$ cat config.mk
export PLATFORM = sky130hd
export DESIGN_NAME = display_scan_ctrl_flat
export DESIGN_NICKNAME = d
export VERILOG_FILES = /design/src/rtl/display_scan_ctrl_pkg.sv /design/src/rtl/display_scan_ctrl_if.sv /design/src/rtl/display_scan_ctrl.sv /design/src/flat_wrapper.sv
export SDC_FILE = /design/constraint.sdc
export NUM_CORES = 1
export LEC_CHECK = 0
export BUFFER_PORTS_ARGS = -buffer_cell sky130_fd_sc_hd__buf_2
export CORE_ASPECT_RATIO = 0.9
export CORE_MARGIN = 8
export CORE_UTILIZATION = 58
export DETAILED_ROUTE_END_ITERATION = 10
export GPL_ROUTABILITY_DRIVEN = 0
export PLACE_DENSITY = 0.78
export SKIP_CTS_REPAIR_TIMING = 1
export SYNTH_ARGS = -nofsm -noshare
export SYNTH_HDL_FRONTEND = slang
export SYNTH_SLANG_ARGS = --single-unit
$ cat constraint.sdc
create_clock -name clk -period 2.75 [get_ports clk]
set_input_delay 0.1375 -clock clk [delete_from_list [all_inputs] [get_ports clk]]
set_output_delay 0.1375 -clock clk [all_outputs]
set_load 0.1 [all_outputs]
$ cat src/rtl/display_scan_ctrl_pkg.sv
// Shared types and constants for the multiplexed digit scan controller.
package display_pkg;
    localparam int BCD_W = 4;

    typedef enum logic [1:0] {SCAN_OFF, SCAN_BLANK, SCAN_SHOW} scan_state_t;

    function automatic int max_int(input int a, input int b);
        return (a > b) ? a : b;
    endfunction
endpackage

$ cat src/rtl/display_scan_ctrl_if.sv
// Application-side bundle of the scan controller: value/control in, decoder/driver outputs back.
interface display_scan_ctrl_if #(parameter int NUM_DIGITS = 4);
    import display_pkg::*;

    logic                          enable;
    logic [BCD_W*NUM_DIGITS-1:0]   value;
    logic                          load;
    logic                          blank_lz;
    logic [BCD_W-1:0]              digit;
    logic [NUM_DIGITS-1:0]         digit_sel;
    logic                          frame_done;

    modport master (
        output enable, value, load, blank_lz,
        input  digit, digit_sel, frame_done
    );

    modport slave (
        input  enable, value, load, blank_lz,
        output digit, digit_sel, frame_done
    );
endinterface

$ cat src/rtl/display_scan_ctrl.sv
// Scans a double-buffered BCD value across NUM_DIGITS positions with dead time
// between digits and optional leading-zero blanking.
//
// state      | meaning
// SCAN_OFF   | display dark, waiting for enable
// SCAN_BLANK | all selects off, decoder settling on the next digit
// SCAN_SHOW  | current position lit (unless leading-zero blanked)
module display_scan_ctrl
    import display_pkg::*;
#(
    parameter int NUM_DIGITS  = 4,
    parameter int SCAN_DIV    = 20000,
    parameter int DEAD_CYCLES = 20
) (
    input  logic               clk,
    input  logic               rst_n,
    display_scan_ctrl_if.slave bus
);
    localparam int TIMER_W = $clog2(max_int(SCAN_DIV, DEAD_CYCLES) + 1);
    localparam int POS_W   = $clog2(NUM_DIGITS);
    localparam int VAL_W   = BCD_W * NUM_DIGITS;

    scan_state_t            state;
    logic [POS_W-1:0]       pos;
    logic [TIMER_W-1:0]     timer;
    logic [VAL_W-1:0]       shadow;
    logic [VAL_W-1:0]       active;
    logic                   pending;
    logic [NUM_DIGITS-1:0]  lz_mask;
    logic                   seen_nz;

    function automatic logic [BCD_W-1:0] nib(input logic [VAL_W-1:0] v, input int idx);
        return v[idx*BCD_W +: BCD_W];
    endfunction

    // Scan from the MSD down: a position is blanked until a non-zero nibble is seen.
    always_comb begin
        lz_mask = '0;
        seen_nz = 1'b0;
        for (int i = NUM_DIGITS - 1; i > 0; i--) begin
            seen_nz    = seen_nz | (active[i*BCD_W +: BCD_W] != '0);
            lz_mask[i] = bus.blank_lz & ~seen_nz;
        end
    end

    always_ff @(posedge clk or negedge rst_n) begin
        if (!rst_n) begin
            state          <= SCAN_OFF;
            pos            <= '0;
            timer          <= '0;
            shadow         <= '0;
            active         <= '0;
            pending        <= 1'b0;
            bus.digit      <= '0;
            bus.digit_sel  <= '0;
            bus.frame_done <= 1'b0;
        end else begin
            bus.frame_done <= 1'b0;
            if (!bus.enable) begin
                state         <= SCAN_OFF;
                bus.digit     <= '0;
                bus.digit_sel <= '0;
            end else begin
                case (state)
                    SCAN_OFF: begin
                        state         <= SCAN_BLANK;
                        pos           <= '0;
                        timer         <= '0;
                        active        <= shadow;
                        pending       <= 1'b0;
                        bus.digit     <= shadow[BCD_W-1:0];
                        bus.digit_sel <= '0;
                    end
                    SCAN_BLANK: begin
                        if (timer == TIMER_W'(DEAD_CYCLES - 1)) begin
                            state         <= SCAN_SHOW;
                            timer         <= '0;
                            bus.digit_sel <= lz_mask[pos] ? '0 : (NUM_DIGITS'(1) << pos);
                        end else begin
                            timer <= timer + 1'b1;
                        end
                    end
                    SCAN_SHOW: begin
                        if (timer == TIMER_W'(SCAN_DIV - 1)) begin
                            state         <= SCAN_BLANK;
                            timer         <= '0;
                            bus.digit_sel <= '0;
                            if (pos == POS_W'(NUM_DIGITS - 1)) begin
                                pos            <= '0;
                                bus.frame_done <= 1'b1;
                                // Shadow only reaches the display at a frame boundary.
                                if (pending) begin
                                    active    <= shadow;
                                    pending   <= 1'b0;
                                    bus.digit <= shadow[BCD_W-1:0];
                                end else begin
                                    bus.digit <= active[BCD_W-1:0];
                                end
                            end else begin
                                pos       <= pos + 1'b1;
                                bus.digit <= nib(active, int'(pos) + 1);
                            end
                        end else begin
                            timer <= timer + 1'b1;
                        end
                    end
                    default: state <= SCAN_OFF;
                endcase
            end
            // A load on the wrap edge lands in shadow and waits for the next frame.
            if (bus.load) begin
                shadow  <= bus.value;
                pending <= 1'b1;
            end
        end
    end
endmodule
$ cat src/flat_wrapper.sv
// flat-port wrapper written by rule: the top's interface ports become plain ports
module display_scan_ctrl_flat import display_pkg::*;
#(
    parameter int NUM_DIGITS  = 4,
    parameter int SCAN_DIV    = 20000,
    parameter int DEAD_CYCLES = 20
)
  (clk, rst_n, bus_enable, bus_value, bus_load, bus_blank_lz, bus_digit, bus_digit_sel, bus_frame_done);
  display_scan_ctrl_if #(.NUM_DIGITS(NUM_DIGITS)) bus_i ();
  input  logic clk;
  input  logic rst_n;
  input wire logic [$bits(bus_i.enable)-1:0] bus_enable;
  input wire logic [$bits(bus_i.value)-1:0] bus_value;
  input wire logic [$bits(bus_i.load)-1:0] bus_load;
  input wire logic [$bits(bus_i.blank_lz)-1:0] bus_blank_lz;
  output wire logic [$bits(bus_i.digit)-1:0] bus_digit;
  output wire logic [$bits(bus_i.digit_sel)-1:0] bus_digit_sel;
  output wire logic [$bits(bus_i.frame_done)-1:0] bus_frame_done;
  assign bus_i.enable = bus_enable;
  assign bus_i.value = bus_value;
  assign bus_i.load = bus_load;
  assign bus_i.blank_lz = bus_blank_lz;
  assign bus_digit = bus_i.digit;
  assign bus_digit_sel = bus_i.digit_sel;
  assign bus_frame_done = bus_i.frame_done;
  display_scan_ctrl #(.NUM_DIGITS(NUM_DIGITS), .SCAN_DIV(SCAN_DIV), .DEAD_CYCLES(DEAD_CYCLES)) u_core (.clk(clk), .rst_n(rst_n), .bus(bus_i));
endmodule
# --- Word-level counts from Yosys, hierarchy flattened ---
# Index checks and enable logic that the tools add are counted.
word_totals:
  reg_bits: 61
  inputBits: 21
  output_inout_bits: 9
  wordCells: 87
classes:
  add_sub_neg: 3
  n_lt_le_gt_ge: 1
  eq_ne: 14
  shift: 2
  mux: 35
  bitwise_logic: 8
  reduce_logical: 15
op_table:
  columns: ["cell", "n"]
  rows:
  - ["$mux 16", 3]
  - ["$pmux 15 s3", 1]
  - ["$mux 4", 8]
  - ["$pmux 16 s2", 1]
  - ["$shiftx 16x32->4", 1]
  - ["$mux 15", 2]
  - ["$add 15x1->15 const B", 1]
  - ["$eq 15x15->1 const B", 1]
  - ["$eq 15x5->1 const B", 1]
  - ["$ne 3x2->1 const B", 4]
  - ["$pmux 4 s3", 1]
  - ["$reduce_bool 4->1", 3]
  - ["$mux 2", 5]
  - ["$mux 1", 9]
  - ["$pmux 4 s2", 1]
  - ["$ne 2x1->1 const B", 3]
  - ["$pmux 2 s3", 1]
  - ["$reduce_and 2->1", 3]
  - ["$reduce_and 3->1", 2]
  - ["$reduce_bool 3->1", 2]
  - ["$reduce_and 5->1", 1]
  - ["$eq 2x2->1 const B", 2]
  - ["$ne 4x1->1 const B", 1]
  - ["$pmux 2 s2", 1]
  - ["other kinds (14)", 20]

# --- Longest topological paths before layout ---
logic_depth:
  ltp_word: 11
  depth_mapped: 8
  depth_no_buf: 7

# --- Worst setup path before layout ---
# OpenSTA, ideal clock, no wires.
synth_timing:
  path_type: "flip-flop to flip-flop"
  from: "register u_core.timer[0]"
  to: "register u_core.timer[12]"
  setup_time_ns: 0.082
  arrival_time_ns: 1.855
  required_time_ns: 2.668
  path_slack_ns: 0.813
  stages_incl_launch_ff: 8
  path_buffers: 1
  period_less_slack_ns: 1.937
  path_cell_list: "dfrtp_1 > ha_1 > and3_2 > a41o_2 > a21oi_2 > buf_2 > a21oi_1 > a31oi_1"
synth_via:
  elab_chain_len: 3
  word_cells_on_any_way: 6
  classes_between: "add/sub (1); eq/ne (2); mux (3)"
synth_rtl:
  columns: ["item", "line_no", "text"]
  rows:
  - ["from (decl)", "display_scan_ctrl.sv:25", "logic [TIMER_W-1:0] timer;"]
  - ["from (signal assigned)", "display_scan_ctrl.sv:80", "timer <= timer + 1'b1;"]
  - ["from (signal assigned)", "display_scan_ctrl.sv:104", "timer <= timer + 1'b1;"]
  - ["$add 15x1->15 (tied with other cells)", "display_scan_ctrl.sv:80, display_scan_ctrl.sv:104", null]
  - ["$mux 15 (on tied branches)", "display_scan_ctrl.sv:84, display_scan_ctrl.sv:75", null]
  - ["$pmux 15 s3 *", "display_scan_ctrl.sv:64", "case (state)"]
# Mark *: on every way between the ends. The rest lies on a longest branch, timed or not.
# A chain may end at the register's enable or synchronous reset.

# --- Worst setup path after layout ---
layout_timing:
  from: "register u_core.timer[0]"
  to: "register u_core.timer[14]"
# Same word-level chain as after synthesis.

==> reports/results.tsv <==
metric	value	unit
run_status	finished clean	
post-layout-total-power	3317	uW
hold_path.class	in -> reg	
holdCritStartpoint	bus_value[14]	
critical_path.startpoint_type	flip-flop	
rows	25	
cts.path.max_buffers	2	
global_route_wire_length_before_repair	10.10	mm
worstHoldEndpoint	u_core.shadow[14]	
critPathKind	reg -> reg	
setup_viol_count_final	0	
clockRootBuffer	sky130_fd_sc_hd__clkbuf_8	
post_synth_main_area_contributors	sky130_fd_sc_hd__dfrtp_1 50%, sky130_fd_sc_hd__mux2_2 8.6%, sky130_fd_sc_hd__mux2_4 5.0%	
yosys.cell_count.top_type	sky130_fd_sc_hd__dfrtp_1	
top_cell_type_s_share_of_synthesized_area	50.50	%
floorplan.die.height	84.49	um
antenna_violating_nets_post_route	0	
tightestPinTransition	0.6995	ns
hpwlAfterDp	4.297	mm
ctsHtreeMaxLevel	3	
synth_seq_area_share	50.50	%
groute.usage.overall	16.36	%
cts_buffers	9	
worst_ir_drop_vdd	0.5618	mV
reg_to_reg_critical_path_startpoint	u_core.timer[0]	
antenna_found_initial	0	
grt_setup_unrepaired	false	
die_x	92.10	um
final_nets	323	
finClkSkew	0.005868	ns
critical_path.endpoint_type	flip-flop	
slew_violations	0	
worst-path-max-fanout	18	
p_leak	0.001563	uW
drt_pre_antenna_iters	4	
clkSlewWorstSetupHoldPaths	0.07	ns
worstPathArrival	2.56	ns
worst_r2r_path_cells	6	
vias_in_the_first_global_route	2158	
drt_drc_violations_left	0	
timing.reg2reg.setup_slack	0.44	ns
global_route.overflow_total	0	
synth-main-ff-cell	sky130_fd_sc_hd__dfrtp_1	
period_share	84.09	%
timing.max_slew.rel_slack	53.36	%
core	0.005130	mm^2
hold_path_depth	2	
drt_wl_total	5.998	mm
worstReg2RegEnd	u_core.timer[14]	
mean_instance_size_in_the_synthesized_netlist	11.63	um^2
yosys_register_bits	61	
cts_tree	built	
synth_top_cell_by_area	sky130_fd_sc_hd__dfrtp_1	
critical_path_required	3.00	ns
tritoncts_num_sinks	61	
maxCapViolations	0	
ys.warnings.count	0	
layout_cell_share_with_drive_strength_beyond_1	30.87	%
timing.fmax	0.4325	GHz
syn_to_final_growth	14.07	%
synth_cells	260	
num_io_pins	30	
grt_max_degree	41	
buffer_ports.inserted	29	
die_footprint	0.007782	mm^2
setup_total_negative_slack	0	ns
synth_cell_types	49	
synth_area	0.003023	mm^2
avgViaCountPerCell	5.932	
postSynth.asyncResetShare	100.0	%
via_count	2165	
initial_standard_cell_utilization_of_the_core	58.93	%
clk_latency	0.34	ns
drt_first_iter_violations	78	
finalCriticalPeriod	2.312	ns
synth_fp_nets	290	
power_density	961.9	mW/mm^2
final_hold_violations	0	
antenna_cells	0	
synthTopCellsByCount	61 x sky130_fd_sc_hd__dfrtp_1, 23 x sky130_fd_sc_hd__mux2_2, 21 x sky130_fd_sc_hd__nand2_1	
routedWlPerCell	16.43	um
synth-edff-count	0	
## cell families after synthesis
logic type                 Yosys count  share of synthesized area (%)
and+or+nand+nor                     77                          13.99
xor gates and xnor gates             5                          1.449
adders and majority gates            9                          3.725
AOI/OAI and AO/OA                   50                          11.92
muxes                               40                          15.85
DFF                                 61                          50.50
buffers and inverters               18                          2.566
## worst max-delay path, cell delays in order, from the launching register on
cell	delay (ns)
sky130_fd_sc_hd__dfrtp_1	0.41
sky130_fd_sc_hd__ha_1	0.27
sky130_fd_sc_hd__and3_2	0.27
sky130_fd_sc_hd__a41o_2	0.30
sky130_fd_sc_hd__a21oi_2	0.56
sky130_fd_sc_hd__a41oi_1	0.20
sky130_fd_sc_hd__a31oi_1	0.21
## sequential cells by signal, summed over array words and instances, names as in the netlist
name / cells
u_core.active: 16
u_core.bus.digit: 4
u_core.bus.digit_sel: 4
u_core.bus.frame_done: 1
u_core.pending: 1
u_core.pos: 2
u_core.shadow: 16
u_core.state: 2
u_core.timer: 15
## per-layer routing
| metal | GRT usage [%] | routed length, um | vias up |
|---|---|---|---|
| met5 | 0 | 0 | - |
| met4 | 6.579 | 85 | 0 |
| met3 | 5.793 | 336 | 11 |
| met2 | 25.78 | 2931 | 55 |
| met1 | 19.92 | 2645 | 1081 |
| li1 | - | - | 1018 |
## where the power goes
group | switching (uW) | internal (uW) | leakage [uW]
clock network | 355 | 510 | 0.000110
logic | 703 | 468 | 0.000683
registers | 174 | 1110 | 0.000771
## final cells by class
cell class,instances,area [um^2]
clock buffer,10,127.6
clock inverter,6,87.58
fill,421,1682
inverter,7,26.28
multi-input combinational,181,1419
sequential,61,1526
tap,67,83.83
timing repair buffer,33,177.7
## placed cells by master (no fill, tap or decap), types with 8 or more instances in the layout
cell type / count
sky130_fd_sc_hd__mux2_2: 23
sky130_fd_sc_hd__nand3_1: 13
sky130_fd_sc_hd__nor2_1: 10
sky130_fd_sc_hd__dfrtp_1: 61
sky130_fd_sc_hd__ha_1: 9
sky130_fd_sc_hd__mux2_4: 10
sky130_fd_sc_hd__nand2_1: 21
sky130_fd_sc_hd__buf_2: 29
sky130_fd_sc_hd__clkbuf_8: 9
sky130_fd_sc_hd__nand2b_1: 8
sky130_fd_sc_hd__a21oi_1: 10
## worst max-delay path by stage
stage,startpoint,to,depth (start not counted)
global route,u_core.state[0],u_core.timer[14],7
detailed placement,u_core.timer[0],u_core.timer[14],6
CTS,u_core.timer[0],u_core.timer[14],6
floorplan,u_core.timer[0],u_core.timer[12],7
finish,u_core.timer[0],u_core.timer[14],6
global placement,u_core.timer[0],u_core.timer[6],6
## per-stage QoR
step	util (%)	hold slack [ns]	area, um^2	std cells	setup WS (ns)
6_report	67.22	0.01949	3448	365	0.4376
4_1_cts	67.02	-0.2391	3438	364	0.4322
3_5_place_dp	62.83	0.1427	3223	348	0.4720
2_1_floorplan	-	-0.1581	3023	260	0.8132
3_3_place_gp	62.83	0.1335	3223	348	0.5862
5_1_grt	67.22	0.004424	3448	365	0.2281
No activity file was read; power rests on OpenSTA's default activity.
